<file path="src/rtl/reg_dump.sv">
// reg_dump: debug reader for the CPU register file. Halts the CPU, walks a
// register range through one read port and streams each word out over a
// valid/ready interface, then releases the halt.
module reg_dump #(
  parameter int DATA_W      = 32,
  parameter int AW          = 5,
  parameter int ACK_TIMEOUT = 255
) (
  input  logic              clk,
  input  logic              rst_n,
  input  logic              start,
  input  logic [AW-1:0]     first_reg,
  input  logic [AW-1:0]     last_reg,
  output logic              halt_req,
  input  logic              halt_ack,
  output logic [AW-1:0]     rd_addr,
  input  logic [DATA_W-1:0] rd_data,
  output logic              out_valid,
  input  logic              out_ready,
  output logic [DATA_W-1:0] out_data,
  output logic [AW-1:0]     out_idx,
  output logic              busy,
  output logic              done,
  output logic              err
);

  localparam int TW = $clog2(ACK_TIMEOUT + 1);

  typedef enum logic [2:0] {
    S_IDLE,
    S_HALT,
    S_READ,
    S_SEND,
    S_DONE
  } state_t;

  state_t        state;
  state_t        state_nxt;
  logic [AW-1:0] last_q;
  logic [TW-1:0] timer;
  logic          timeout_hit;
  logic          last_word;

  // The final waiting cycle is the one where the count has reached ACK_TIMEOUT-1.
  assign timeout_hit = (timer == TW'(ACK_TIMEOUT - 1));
  assign last_word   = (out_idx == last_q);

  // State register.
  always_ff @(posedge clk or negedge rst_n) begin
    if (!rst_n) begin
      state <= S_IDLE;
    end else begin
      state <= state_nxt;
    end
  end

  // Next-state decode; control outputs follow directly from the current state
  // so they are clean registered-state decodes and drop at once on reset.
  always_comb begin
    state_nxt = state;
    halt_req  = 1'b0;
    busy      = 1'b0;
    done      = 1'b0;
    out_valid = 1'b0;
    case (state)
      S_IDLE: begin
        if (start) state_nxt = S_HALT;
      end
      S_HALT: begin
        halt_req = 1'b1;
        busy     = 1'b1;
        if (halt_ack)         state_nxt = S_READ;
        else if (timeout_hit) state_nxt = S_DONE;
      end
      S_READ: begin
        halt_req = 1'b1;
        busy     = 1'b1;
        if (halt_ack) state_nxt = S_SEND;
      end
      S_SEND: begin
        halt_req  = 1'b1;
        busy      = 1'b1;
        out_valid = 1'b1;
        if (out_ready) state_nxt = last_word ? S_DONE : S_READ;
      end
      S_DONE: begin
        halt_req  = 1'b1;
        busy      = 1'b1;
        done      = 1'b1;
        state_nxt = S_IDLE;
      end
      default: state_nxt = S_IDLE;
    endcase
  end

  // Address walk, halt timeout counter, error flag and output word capture.
  always_ff @(posedge clk or negedge rst_n) begin
    if (!rst_n) begin
      rd_addr  <= '0;
      last_q   <= '0;
      timer    <= '0;
      err      <= 1'b0;
      out_data <= '0;
      out_idx  <= '0;
    end else begin
      case (state)
        S_IDLE: begin
          if (start) begin
            rd_addr <= first_reg;
            last_q  <= last_reg;
            timer   <= '0;
            err     <= 1'b0;
          end
        end
        S_HALT: begin
          if (!halt_ack) begin
            timer <= timer + TW'(1);
            if (timeout_hit) err <= 1'b1;
          end
        end
        S_READ: begin
          // Read data is only trusted while the CPU confirms the port is ours.
          if (halt_ack) begin
            out_data <= rd_data;
            out_idx  <= rd_addr;
          end
        end
        S_SEND: begin
          // Index wraps modulo 2**AW, so first_reg > last_reg walks the wrapped range.
          if (out_ready && !last_word) rd_addr <= rd_addr + AW'(1);
        end
        default: ;
      endcase
    end
  end

endmodule

</file>
<file path="config.mk">
export PLATFORM = sky130hd
export DESIGN_NAME = reg_dump
export DESIGN_NICKNAME = d
export VERILOG_FILES = /design/src/rtl/reg_dump.sv
export SDC_FILE = /design/constraint.sdc
export NUM_CORES = 1
export LEC_CHECK = 0
export BUFFER_PORTS_ARGS = -buffer_cell sky130_fd_sc_hd__clkbuf_2
export CORE_MARGIN = 1.5
export CORE_UTILIZATION = 39
export CTS_CLUSTER_DIAMETER = 100
export DETAILED_ROUTE_END_ITERATION = 8
export MAX_ROUTING_LAYER = met4
export PLACE_DENSITY = 0.71
export SETUP_SLACK_MARGIN = 0.1
export SKIP_LAST_GASP = 1
export SLEW_MARGIN = 20
export SYNTH_ARGS = -nofsm -noshare
export SYNTH_HDL_FRONTEND = slang
export SYNTH_SLANG_ARGS = --single-unit
export TNS_END_PERCENT = 50
</file>
<file path="constraint.sdc">
create_clock -name clk -period 2.4 [get_ports clk]
set_input_delay 0.48 -clock clk [delete_from_list [all_inputs] [get_ports clk]]
set_output_delay 0.48 -clock clk [all_outputs]
set_load 0.01 [all_outputs]
</file>
## Yosys cells after proc, flatten, opt, wreduce, memory -nomap -nowiden

Index checks and enable logic that the tools add are counted.

| word-level totals | value |
|---|---|
| register bits after elaboration | 59 |
| output and inout bits | 47 |
| logic and storage cells | 54 |

| operators by class | value |
|---|---|
| $add $sub $neg | 2 |
| equal/unequal tests | 13 |
| muxes and demuxes | 20 |
| reductions and logical operators | 12 |

Operators by type and width:

| cell | count |
|---|---|
| $mux W3 | 6 |
| $mux W8 | 2 |
| $pmux W8 S2 | 1 |
| $ne A2 B2 Y1 const B | 6 |
| $pmux W3 S4 | 1 |
| $mux W5 | 2 |
| $pmux W5 S2 | 1 |
| $add A8 B1 Y8 const B | 1 |
| $eq A8 B8 Y1 const B | 1 |
| $reduce_and A4 Y1 | 2 |
| $eq A3 B2 Y1 const B | 2 |
| $mux W1 | 6 |
| $reduce_and A3 Y1 | 2 |
| $add A5 B1 Y5 const B | 1 |
| $eq A5 B5 Y1 | 1 |
| $reduce_and A2 Y1 | 2 |
| $reduce_bool A2 Y1 | 2 |
| $reduce_or A4 Y1 | 1 |
| $eq A3 B1 Y1 const B | 1 |
| $eq A3 B3 Y1 const B | 1 |
| $logic_not A3 Y1 | 1 |
| $ne A3 B3 Y1 const B | 1 |
| $pmux W1 S2 | 1 |
| $logic_and A1 B1 Y1 | 1 |
| $logic_not A1 Y1 | 1 |

## Logic depth before layout (Yosys ltp)

Gate-level depths: netlist of the first run.

| logic depth | value |
|---|---|
| depth in word-level cells | 5 |
| mapped depth | 7 |

## Least setup slack after synthesis of the first run

OpenSTA, ideal clock, no wires.

| timing path | value |
|---|---|
| path type | register to register |
| start | register state[0] |
| end | register rd_addr[1] |
| arrival time | 1.616 ns |
| setup slack | 0.659 ns |
| cell stages (with the launch flop) | 6 |
| period minus slack after synthesis | 1.741 ns |
| cell sequence | dfrtp_1 > buf_6 > or3b_4 > a21o_1 > a21oi_2 > mux2_4 |

| between the ends | value |
|---|---|
| longest elaborated chain between the ends | 3 |
| elaborated cells between the ends (all ways) | 7 |
| those cells by class | 3 x eq/ne; 1 x mux; 3 x reduce/logical |

Ends and longest elaborated chain:

| item | RTL line | RTL |
|---|---|---|
| from (decl) | 37 | `state_t state;` |
| from (signal assigned) | 53 | `state <= state_nxt;` |
| $eq A3 B2 Y1 / $logic_not A3 Y1 (equally long branches) | 106 | `case (state)` |
| $ne A2 B2 Y1 (no line) / $reduce_bool A2 Y1 (equally long branches) | - |  |
| $reduce_and A3 Y1 (no line) | - |  |
| to (signal assigned) | 109 | `rd_addr <= first_reg;` |
| to (signal assigned) | 130 | `if (out_ready && !last_word) rd_addr <= rd_addr + AW'(1);` |
| to (decl) | 16 | `output logic [AW-1:0] rd_addr,` |

Several ways; a longest one is shown, not always the timed one.
A chain may end at the register's enable or synchronous reset.

## Worst setup path after layout of the first run

| timing path | value |
|---|---|
| start | register state[2] |
| end | output out_valid |

| between the ends | value |
|---|---|
| longest elaborated chain between the ends | 2 |

Ends and longest elaborated chain:

| item | RTL line | RTL |
|---|---|---|
| $eq A3 B2 Y1 | 65 | `case (state)` |
| $mux W1 | 65 |  |
| to (decl) | 18 | `output logic out_valid,` |

Every way passes these cells.

==> impl_metrics.toml, run 1 <==
[outcome]
result_of_the_run = "complete, no violations"

[clock_tree]
cts-root-to-sink-buffers = 2
tritoncts_num_sinks = 59
cts_setup_buffers = 0
clk_root_buffer_cell = "sky130_fd_sc_hd__clkbuf_8"
post_cts_repair_resize_count = 0
cts_tree = "done"
cts.htree.levels = 3
path_clk_slew_ps = 70
clkLatencyLatePin_ps = 330
post_cts_hold_buffer_count = 0
cts-buffers-inserted = 9

[worst_setup_path]
startpoint_type = "flop"
critPathArrivalTime_ps = 1560
timing.critical_path.slowest_cell_delay_ps = 540
worstPathMaxFanout = 11
timing.critical_path.required_ps = 1920
worstPathCellList = "nand3b_4 > clkinv_1 > clkbuf_2"
critical_path.endpoint_type = "primary output"
startpoint_to_endpoint_class_of_the_critical_path = "flop to primary output"
worst_path_max_delay_cell = "sky130_fd_sc_hd__dfrtp_1"

[power_and_ir_drop]
switching_power_mw = 1.83
internal_power_mw = 3.03
pwr-share-comb = 0.413
ir_drop_v = 0.000642
power.switching_fraction = 0.377
p_leak_nw = 1.68
powerDensity_mw_per_mm2 = 1370
power_frac_seq = 0.379
p_clk_frac = 0.208

[final_layout]
fillerInstances = 619
post_route_cells_drive_above_1_share = 0.495
multi_input_comb_area_sq_mm = 0.00120
insertedDiodeCount = 0
final_core_util = 0.521
syn2layout_area_growth_pct = 28.4
seqCellArea_sq_mm = 0.00148
layout.nets = 368

[logic_synthesis]
synth_area_leader_cell = "sky130_fd_sc_hd__dfrtp_1"
synth_top_cells_by_area = "sky130_fd_sc_hd__dfrtp_1 (53%), sky130_fd_sc_hd__mux2_2 (15%), sky130_fd_sc_hd__nand2_1 (2.2%)"
yosys.cell_types.count = 43
count_of_flip_flops_with_a_built_in_enable_after_synthesis = 0
syn-num-nets = 270
fraction_of_registers_with_async_set_or_reset_after_synthesis = 1.00
post-synth-top-count-cell = "sky130_fd_sc_hd__dfrtp_1"
mapped_cells = 220
synthTopCellsByCount = "sky130_fd_sc_hd__dfrtp_1 (59), sky130_fd_sc_hd__mux2_2 (37), sky130_fd_sc_hd__nand2_1 (16), sky130_fd_sc_hd__nor2_1 (13)"
yosysTopAreaCellShare = 0.533
synth.ff_latch_count = 59
ys_warn_count = 0
seq_area_frac_synth = 0.533
synth.avg_cell_area_sq_um = 12.6
synth_ff_type = "sky130_fd_sc_hd__dfrtp_1"
mappedNetlistArea_sq_mm = 0.00277

[floorplanning]
initial_utilization = 0.405
core-area_sq_mm = 0.00683
dieArea_sq_mm = 0.00761
dieWidth_um = 87.3
dieHeight_um = 87.3
rows = 30
io-pin-count = 94

[place]
place.detailed.hpwl_mm = 4.31
dp_worst_setup_slack_ps = 542
port_buffers = 93
place.gp.congestion = 0.880

[global_route]
grt_antenna_before_repair = 0
grt.total_usage = 0.174
grt_start_max_net_pins = 39
global_route.overflow_total = 0
vias_in_the_first_global_route = 2131
first_pass_grt_wire_length_mm = 9.83

[sta]
finalClockSkew_ps = 9.85
max_slew_margin = 0.618
finalCriticalPeriod_ps = 2040
worst_case_setup_margin_in_the_final_layout_ps = 358
setup_tns_ps = 0
rsz_0062_raised_after_global_routing = "no"
report.final.hold_viol_count = 0
setup_viol = 0
tightest_pin_transition_ps = 571
period_utilisation_layout = 0.851
clock.fmax_mhz = 490
final_max_slew_viol_count = 0

[drt]
wirelength_mm = 5.88
detailedRoute.firstPassIterationCount = 4
drt-wirelength-per-cell_um = 14.0
detail_route.drc_violations = 0
detailroute.via_count = 2106
routed_via_density = 5.03
drt-initial-drc-count = 72
remaining_antenna_violation_count = 0

[job]
max_cap_violations = 0

[worst_hold_path]
hp-class = "input pin to async pin"
==> state kept, by name, summed over array words and instances (netlist names) <==
signal and count:
err 1, last_q 5, out_data 32, out_idx 5, rd_addr 5, state 3, timer 8
==> cells by family (layout without fill, tap and decap cells) <==
kind of cell	Yosys count	in the layout	share of synthesized area
simple gates	56	56	0.113
xor+xnor	9	9	0.0285
compound gates	33	33	0.102
fa+ha+maj	3	3	0.0136
buf+inv	18	121	0.0371
mux	42	42	0.172
flops	59	59	0.533
==> worst max-delay path, delay by kind of cell (launching register included) <==
kind / cells / cell delay (ps)
buffers and inverters: 2 / 410
DFF: 1 / 540
and+or+nand+nor: 1 / 270
==> cell usage in the layout, fill, tap and decap left out, types with 3 or more instances in the layout <==
cell,count
sky130_fd_sc_hd__dfrtp_1,59
sky130_fd_sc_hd__o21ai_0,3
sky130_fd_sc_hd__buf_4,3
sky130_fd_sc_hd__ha_1,3
sky130_fd_sc_hd__nand2_1,16
sky130_fd_sc_hd__mux2_1,4
sky130_fd_sc_hd__o2bb2ai_1,3
sky130_fd_sc_hd__nand3_1,6
sky130_fd_sc_hd__xnor2_1,3
sky130_fd_sc_hd__xor2_1,6
sky130_fd_sc_hd__nor2b_1,3
sky130_fd_sc_hd__clkbuf_8,9
sky130_fd_sc_hd__inv_1,7
sky130_fd_sc_hd__a21oi_1,7
sky130_fd_sc_hd__nand2b_1,4
sky130_fd_sc_hd__nor2_1,12
sky130_fd_sc_hd__o41ai_1,3
sky130_fd_sc_hd__nand4_1,3
sky130_fd_sc_hd__clkinv_4,3
sky130_fd_sc_hd__mux2_2,37
sky130_fd_sc_hd__clkbuf_2,93
sky130_fd_sc_hd__a221o_1,3
==> per-layer routing <==
metal	wire [um]	part of all wire	vias up	global-route usage
li1	-	-	986	-
met1	2620	0.45	1030	0.215
met2	2790	0.47	81	0.265
met3	385	0.065	9	0.0588
met4	82	0.014	0	0.0620
met5	0	0	-	-
==> path summary, 6_finish.rpt <==
kind	from	to	slack, ps	depth (start not counted)
setup / recovery	state[2]	out_valid	360	3
hold reg to reg	out_data[28]	out_data[28]	500	1
hold / removal	rst_n	rd_addr[3]	60	1
min in group clk	rd_data[28]	out_data[28]	360	2
max in group asynchronous	rst_n	out_data[5]	1700	2
setup reg to reg	state[2]	rd_addr[1]	530	4
==> power groups by stage <==
stage	combinational [mW]	clock, mW	sequential, mW
finish	2.01	1.01	1.84
global route	2.19	1.08	1.91
CTS	2.03	1.04	1.85
detailed placement	2.02	0	1.86
global placement	1.99	0	1.83
floorplan	1.28	0	1.91
==> per-stage QoR <==
stage	instance area, sq um	hold WS [ps]	power, mW	instances
after detailed placement	3330	433	3.88	403
final	3560	60.3	4.86	419
after floorplan	2770	184	3.19	220
after CTS	3560	64.1	4.93	419
after global placement	3330	433	3.82	403
after global routing	3560	75.7	5.19	419
==> area by class of cell <==
class,count,area share
clock inverters,7,0.0281
clock buffers,9,0.0348
well taps,96,0.0338
repair buffers,97,0.143
flip-flops and latches,59,0.415
multi-input cells,143,0.337
inverters,8,0.00844
Power figures use the tool's default switching activity.
==> run 2: changes to the inputs <==
RECOVER_POWER = 100   (was not set)
==> impl_metrics.toml, run 2 (synthesis results as in run 1) <==
[worst_setup_path]
critPathArrivalTime_ps = 2290
worstPathMaxFanout = 11
startpoint_type = "flop"
worstSetupStartpoint = "state[2]"
startpoint_to_endpoint_class_of_the_critical_path = "flop to flop"
timing.critical_path.required_ps = 2620
regToRegStartpoint = "state[2]"
critical_path.endpoint_type = "flop"
reg2reg_setup_slack_ps = 330

[clock_tree]
post_cts_repair_resize_count = 0
post_cts_hold_buffer_count = 0
cts-buffers-inserted = 9
cts_setup_buffers = 0
cts_tree = "done"
clk_root_buffer_cell = "sky130_fd_sc_hd__clkbuf_8"
path_clk_slew_ps = 70
cts-root-to-sink-buffers = 2
cts.htree.levels = 3
tritoncts_num_sinks = 59
clkLatencyLatePin_ps = 330

[sta]
max_slew_margin = 0.202
setup_tns_ps = 0
finalCriticalPeriod_ps = 2070
tightest_pin_transition_ps = 1200
worst_case_setup_margin_in_the_final_layout_ps = 333
final_max_slew_viol_count = 0
clock.fmax_mhz = 484
finalClockSkew_ps = 11.1
worst_hold_slack_ps = 235
setup_viol = 0
period_utilisation_layout = 0.861
rsz_0062_raised_after_global_routing = "no"
report.final.hold_viol_count = 0

[final_layout]
final_core_util = 0.507
top_register = "out_data"
syn2layout_area_growth_pct = 25.0
fillerInstances = 658
mostFrequentLayoutCell = "sky130_fd_sc_hd__dfrtp_1"
layout.cells.most_common_list = "sky130_fd_sc_hd__dfrtp_1 (59), sky130_fd_sc_hd__clkbuf_1 (51), sky130_fd_sc_hd__clkbuf_2 (45), sky130_fd_sc_hd__mux2_2 (38), sky130_fd_sc_hd__nand2_1 (16)"
largest_register_ff_count = 32
insertedDiodeCount = 0
reg.largest.list = "out_data (32), timer (8)"
layout.nets = 368
design_area_sq_mm = 0.00346
post_route_cells_drive_above_1_share = 0.328

[global_route]
grt_antenna_before_repair = 0
global_route.overflow_total = 0
grt.total_usage = 0.174
first_pass_grt_wire_length_mm = 9.83
grt_start_max_net_pins = 39
vias_in_the_first_global_route = 2131

[drt]
wirelength_mm = 5.91
drt-wirelength-per-cell_um = 14.1
detail_route.drc_violations = 0
detailedRoute.firstPassIterationCount = 4
remaining_antenna_violation_count = 0
drt-initial-drc-count = 69
detailroute.via_count = 2116
routed_via_density = 5.05

[floorplanning]
core-area_sq_mm = 0.00683
dieArea_sq_mm = 0.00761
dieHeight_um = 87.3
io-pin-count = 94
rows = 30
initial_utilization = 0.405
dieWidth_um = 87.3

[power_and_ir_drop]
powerDensity_mw_per_mm2 = 1360
ir_drop_v = 0.000625
p_leak_nw = 1.52

[place]
port_buffers = 93
place.detailed.hpwl_mm = 4.31
place_area_sq_mm = 0.00333
place.gp.congestion = 0.880
dp_worst_setup_slack_ps = 542

[job]
max_cap_violations = 0

[worst_hold_path]
hp-class = "input pin to async pin"

[outcome]
result_of_the_run = "complete, no violations"
[run 2: cell types whose count changed in the layout (fill, tap and decap cells not counted), sizes merged]
cell	delta
buf	-3
clkbuf	+3
[run 2: path summary, 6_finish.rpt]
path / to / depth (start not counted)
worst max-delay path: rd_addr[1] / 4
worst min-delay path: rd_addr[3] / 1
worst max register to register: rd_addr[1] / 4
worst min register to register: out_data[28] / 1
max in group asynchronous: out_data[5] / 2
min in group clk: out_data[28] / 2
[run 2: per-layer routing]
metal  wire length [um]  share of wire  GRT usage  vias to the layer above
met5                  0              0          -                        -
met4                 63          0.011     0.0620                        0
met3                419          0.071     0.0588                        8
met2               2810           0.47      0.265                       81
met1               2620           0.44      0.215                     1041
li1                   -              -          -                      986
[run 2: cell type report]
cell class / instances / area, sq um / share of cell area
clock buffer: 9 / 124 / 0.0358
sequential: 59 / 1480 / 0.427
clock inverter: 7 / 100 / 0.0289
multi-input combinational: 143 / 1170 / 0.339
tap: 96 / 120 / 0.0347
inverter: 8 / 30.0 / 0.00868
timing repair buffer: 97 / 437 / 0.126
[run 2: worst max-delay path: stages, from the launching register on]
cell and delay [ps]:
sky130_fd_sc_hd__dfrtp_1 500, sky130_fd_sc_hd__nand3b_4 270, sky130_fd_sc_hd__nor4_2 580, sky130_fd_sc_hd__a21oi_1 280
sky130_fd_sc_hd__mux2_2 330
[run 2: report_power, final]
| part | switching, mW | leakage [nW] | internal, mW |
|---|---|---|---|
| combinational | 0.990 | 0.685 | 0.863 |
| sequential | 0.392 | 0.718 | 1.45 |
| clock | 0.419 | 0.114 | 0.591 |
| total | 1.80 | 1.52 | 2.90 |
[run 2: metrics by stage]
stage | std cells | total power, mW
global route | 419 | 5.03
finish | 419 | 4.70
CTS | 419 | 4.93
detailed placement | 403 | 3.88
global placement | 403 | 3.82
floorplan | 220 | 3.19
==> run 3: changes to the inputs <==
CELL_PAD_IN_SITES_DETAIL_PLACEMENT = 0   (was not set)
CELL_PAD_IN_SITES_GLOBAL_PLACEMENT = 1   (was not set)
PLACE_DENSITY = 0.86   (was 0.71)
==> impl_metrics.toml, run 3 (synthesis results as in run 1) <==
[clock_tree]
tritoncts_num_sinks = 59
cts-root-to-sink-buffers = 2
cts_setup_buffers = 0
path_clk_slew_ps = 70
cts.htree.levels = 3
clkLatencyLatePin_ps = 330
cts_tree = "done"
clk_root_buffer_cell = "sky130_fd_sc_hd__clkbuf_8"
post_cts_repair_resize_count = 0
cts-buffers-inserted = 9
post_cts_hold_buffer_count = 0

[global_route]
grt.total_usage = 0.172
grt.met2_usage = 0.245
global_route.overflow_total = 0
vias_in_the_first_global_route = 2042
grt_util_met3 = 0.0607
gr-max-usage-layer = "met2"
first_pass_grt_wire_length_mm = 9.69
grt_util_met1 = 0.229
grt_start_max_net_pins = 60
grt_antenna_before_repair = 0

[sta]
max_slew_margin = 0.0216
period_utilisation_layout = 0.861
final_max_slew_viol_count = 0
finalCriticalPeriod_ps = 2070
rsz_0062_raised_after_global_routing = "no"
clock.fmax_mhz = 484
worst_case_setup_margin_in_the_final_layout_ps = 332
finalClockSkew_ps = 5.82
tightest_pin_transition_ps = 1470
report.final.hold_viol_count = 0
setup_tns_ps = 0
setup_viol = 0
worst_hold_slack_ps = 365

[worst_setup_path]
timing.critical_path.required_ps = 2610
timing.critical_path.buf_inv = 0
timing.critical_path.slowest_cell_delay_ps = 550
reg2reg_setup_slack_ps = 330
worst_r2r_path_depth = 4
critical_path.endpoint_type = "flop"
worst_reg2reg_endpoint = "rd_addr[1]"
worstPathMaxFanout = 11
regToRegStartpoint = "state[2]"
worstPathCellList = "nand3b_4 > nor4_2 > a21oi_1 > mux2_1"
worst_path_max_delay_cell = "sky130_fd_sc_hd__nor4_2"
critPathArrivalTime_ps = 2280
startpoint_type = "flop"
startpoint_to_endpoint_class_of_the_critical_path = "flop to flop"
cp_top_family = "simple AND/OR/NAND/NOR gates"

[final_layout]
layout.nets = 367
fillerInstances = 677
top_register = "out_data"
post_route_cells_drive_above_1_share = 0.326
reg.largest.list = "out_data (32), timer (8)"
largest_register_ff_count = 32
syn2layout_area_growth_pct = 23.7
layout.cells.most_common_list = "sky130_fd_sc_hd__dfrtp_1 (59), sky130_fd_sc_hd__clkbuf_1 (49), sky130_fd_sc_hd__clkbuf_2 (48), sky130_fd_sc_hd__mux2_2 (37), sky130_fd_sc_hd__nand2_1 (16)"
seqCellArea_sq_mm = 0.00148
multi_input_comb_area_sq_mm = 0.00117
final_core_util = 0.501
mostFrequentLayoutCell = "sky130_fd_sc_hd__dfrtp_1"
insertedDiodeCount = 0

[place]
place.gp.congestion = 0.814
place.detailed.hpwl_mm = 4.24
dp_worst_setup_slack_ps = 506
port_buffers = 93

[power_and_ir_drop]
p_leak_nw = 1.50
internal_power_mw = 2.81
p_clk_frac = 0.196
pwr-share-comb = 0.404
power_frac_seq = 0.400
ir_drop_v = 0.000538
power.switching_fraction = 0.382
switching_power_mw = 1.74
powerDensity_mw_per_mm2 = 1330

[outcome]
result_of_the_run = "complete, no violations"

[drt]
detailedRoute.firstPassIterationCount = 6
routed_via_density = 4.95
drt-initial-drc-count = 105
detail_route.drc_violations = 0
wirelength_mm = 5.86
detailroute.via_count = 2068
remaining_antenna_violation_count = 0
drt-wirelength-per-cell_um = 14.0

[floorplanning]
initial_utilization = 0.405
dieWidth_um = 87.3
io-pin-count = 94
dieArea_sq_mm = 0.00761
rows = 30
core-area_sq_mm = 0.00683
dieHeight_um = 87.3

[job]
max_cap_violations = 0

[worst_hold_path]
worstHoldPathCells = 2
min_from = "rd_data[23]"
hold_path_end = "out_data[23]"
hp-class = "input pin to flop"
run 3: cell count changes in the layout (fill, tap and decap cells not counted), moves of 2 or more:
cell	previous run	this run
sky130_fd_sc_hd__clkinvlp_4	0	2
sky130_fd_sc_hd__clkbuf_1	51	49
sky130_fd_sc_hd__clkbuf_2	45	48
sky130_fd_sc_hd__clkinv_4	3	0
run 3: area by class of cell:
class                           count  share of cell area
Sequential cell                    59               0.431
Multi-Input combinational cell    143               0.341
Timing Repair Buffer               96               0.127
Clock buffer                       12              0.0424
Tap cell                           96              0.0351
Clock inverter                      4              0.0146
Inverter                            8             0.00877
run 3: how the worst max path moves through the flow:
stage | startpoint | end | slack [ps] | cells past startpoint
global placement | start | rd_addr[1] | 570 | 5
floorplan | state[0] | rd_addr[1] | 660 | 5
CTS | state[2] | out_valid | 330 | 3
global route | state[1] | rd_addr[1] | 150 | 4
detailed placement | start | rd_addr[1] | 510 | 5
finish | state[2] | rd_addr[1] | 330 | 4
run 3: power groups by stage:
stage	logic [mW]	registers, mW	clock network, mW
global placement	2.00	1.83	0
finish	1.84	1.82	0.892
global route	2.05	1.90	0.968
CTS	2.04	1.84	0.925
floorplan	1.28	1.91	0
detailed placement	2.03	1.85	0
run 3: per-layer routing:
layer | wire length [um] | up-vias
li1 | - | 978
met1 | 2680 | 1020
met2 | 2730 | 66
met3 | 421 | 4
met4 | 25 | 0
met5 | 0 | -
run 3: through the flow:
stage          cell area (sq um)  total power [mW]  instances
6_report                    3430              4.56        418
5_1_grt                     3430              4.92        418
4_1_cts                     3530              4.80        418
3_5_place_dp                3340              3.88        402
3_3_place_gp                3340              3.83        402
2_1_floorplan               2770              3.19        220
run 3: worst reg2reg max path: cells and delay by family (launching register included):
kind             cells  cell delay (ps)
AND/OR/NAND/NOR      2              820
flip-flops           1              490
multiplexers         1              370
AO/OA/AOI/OAI        1              270
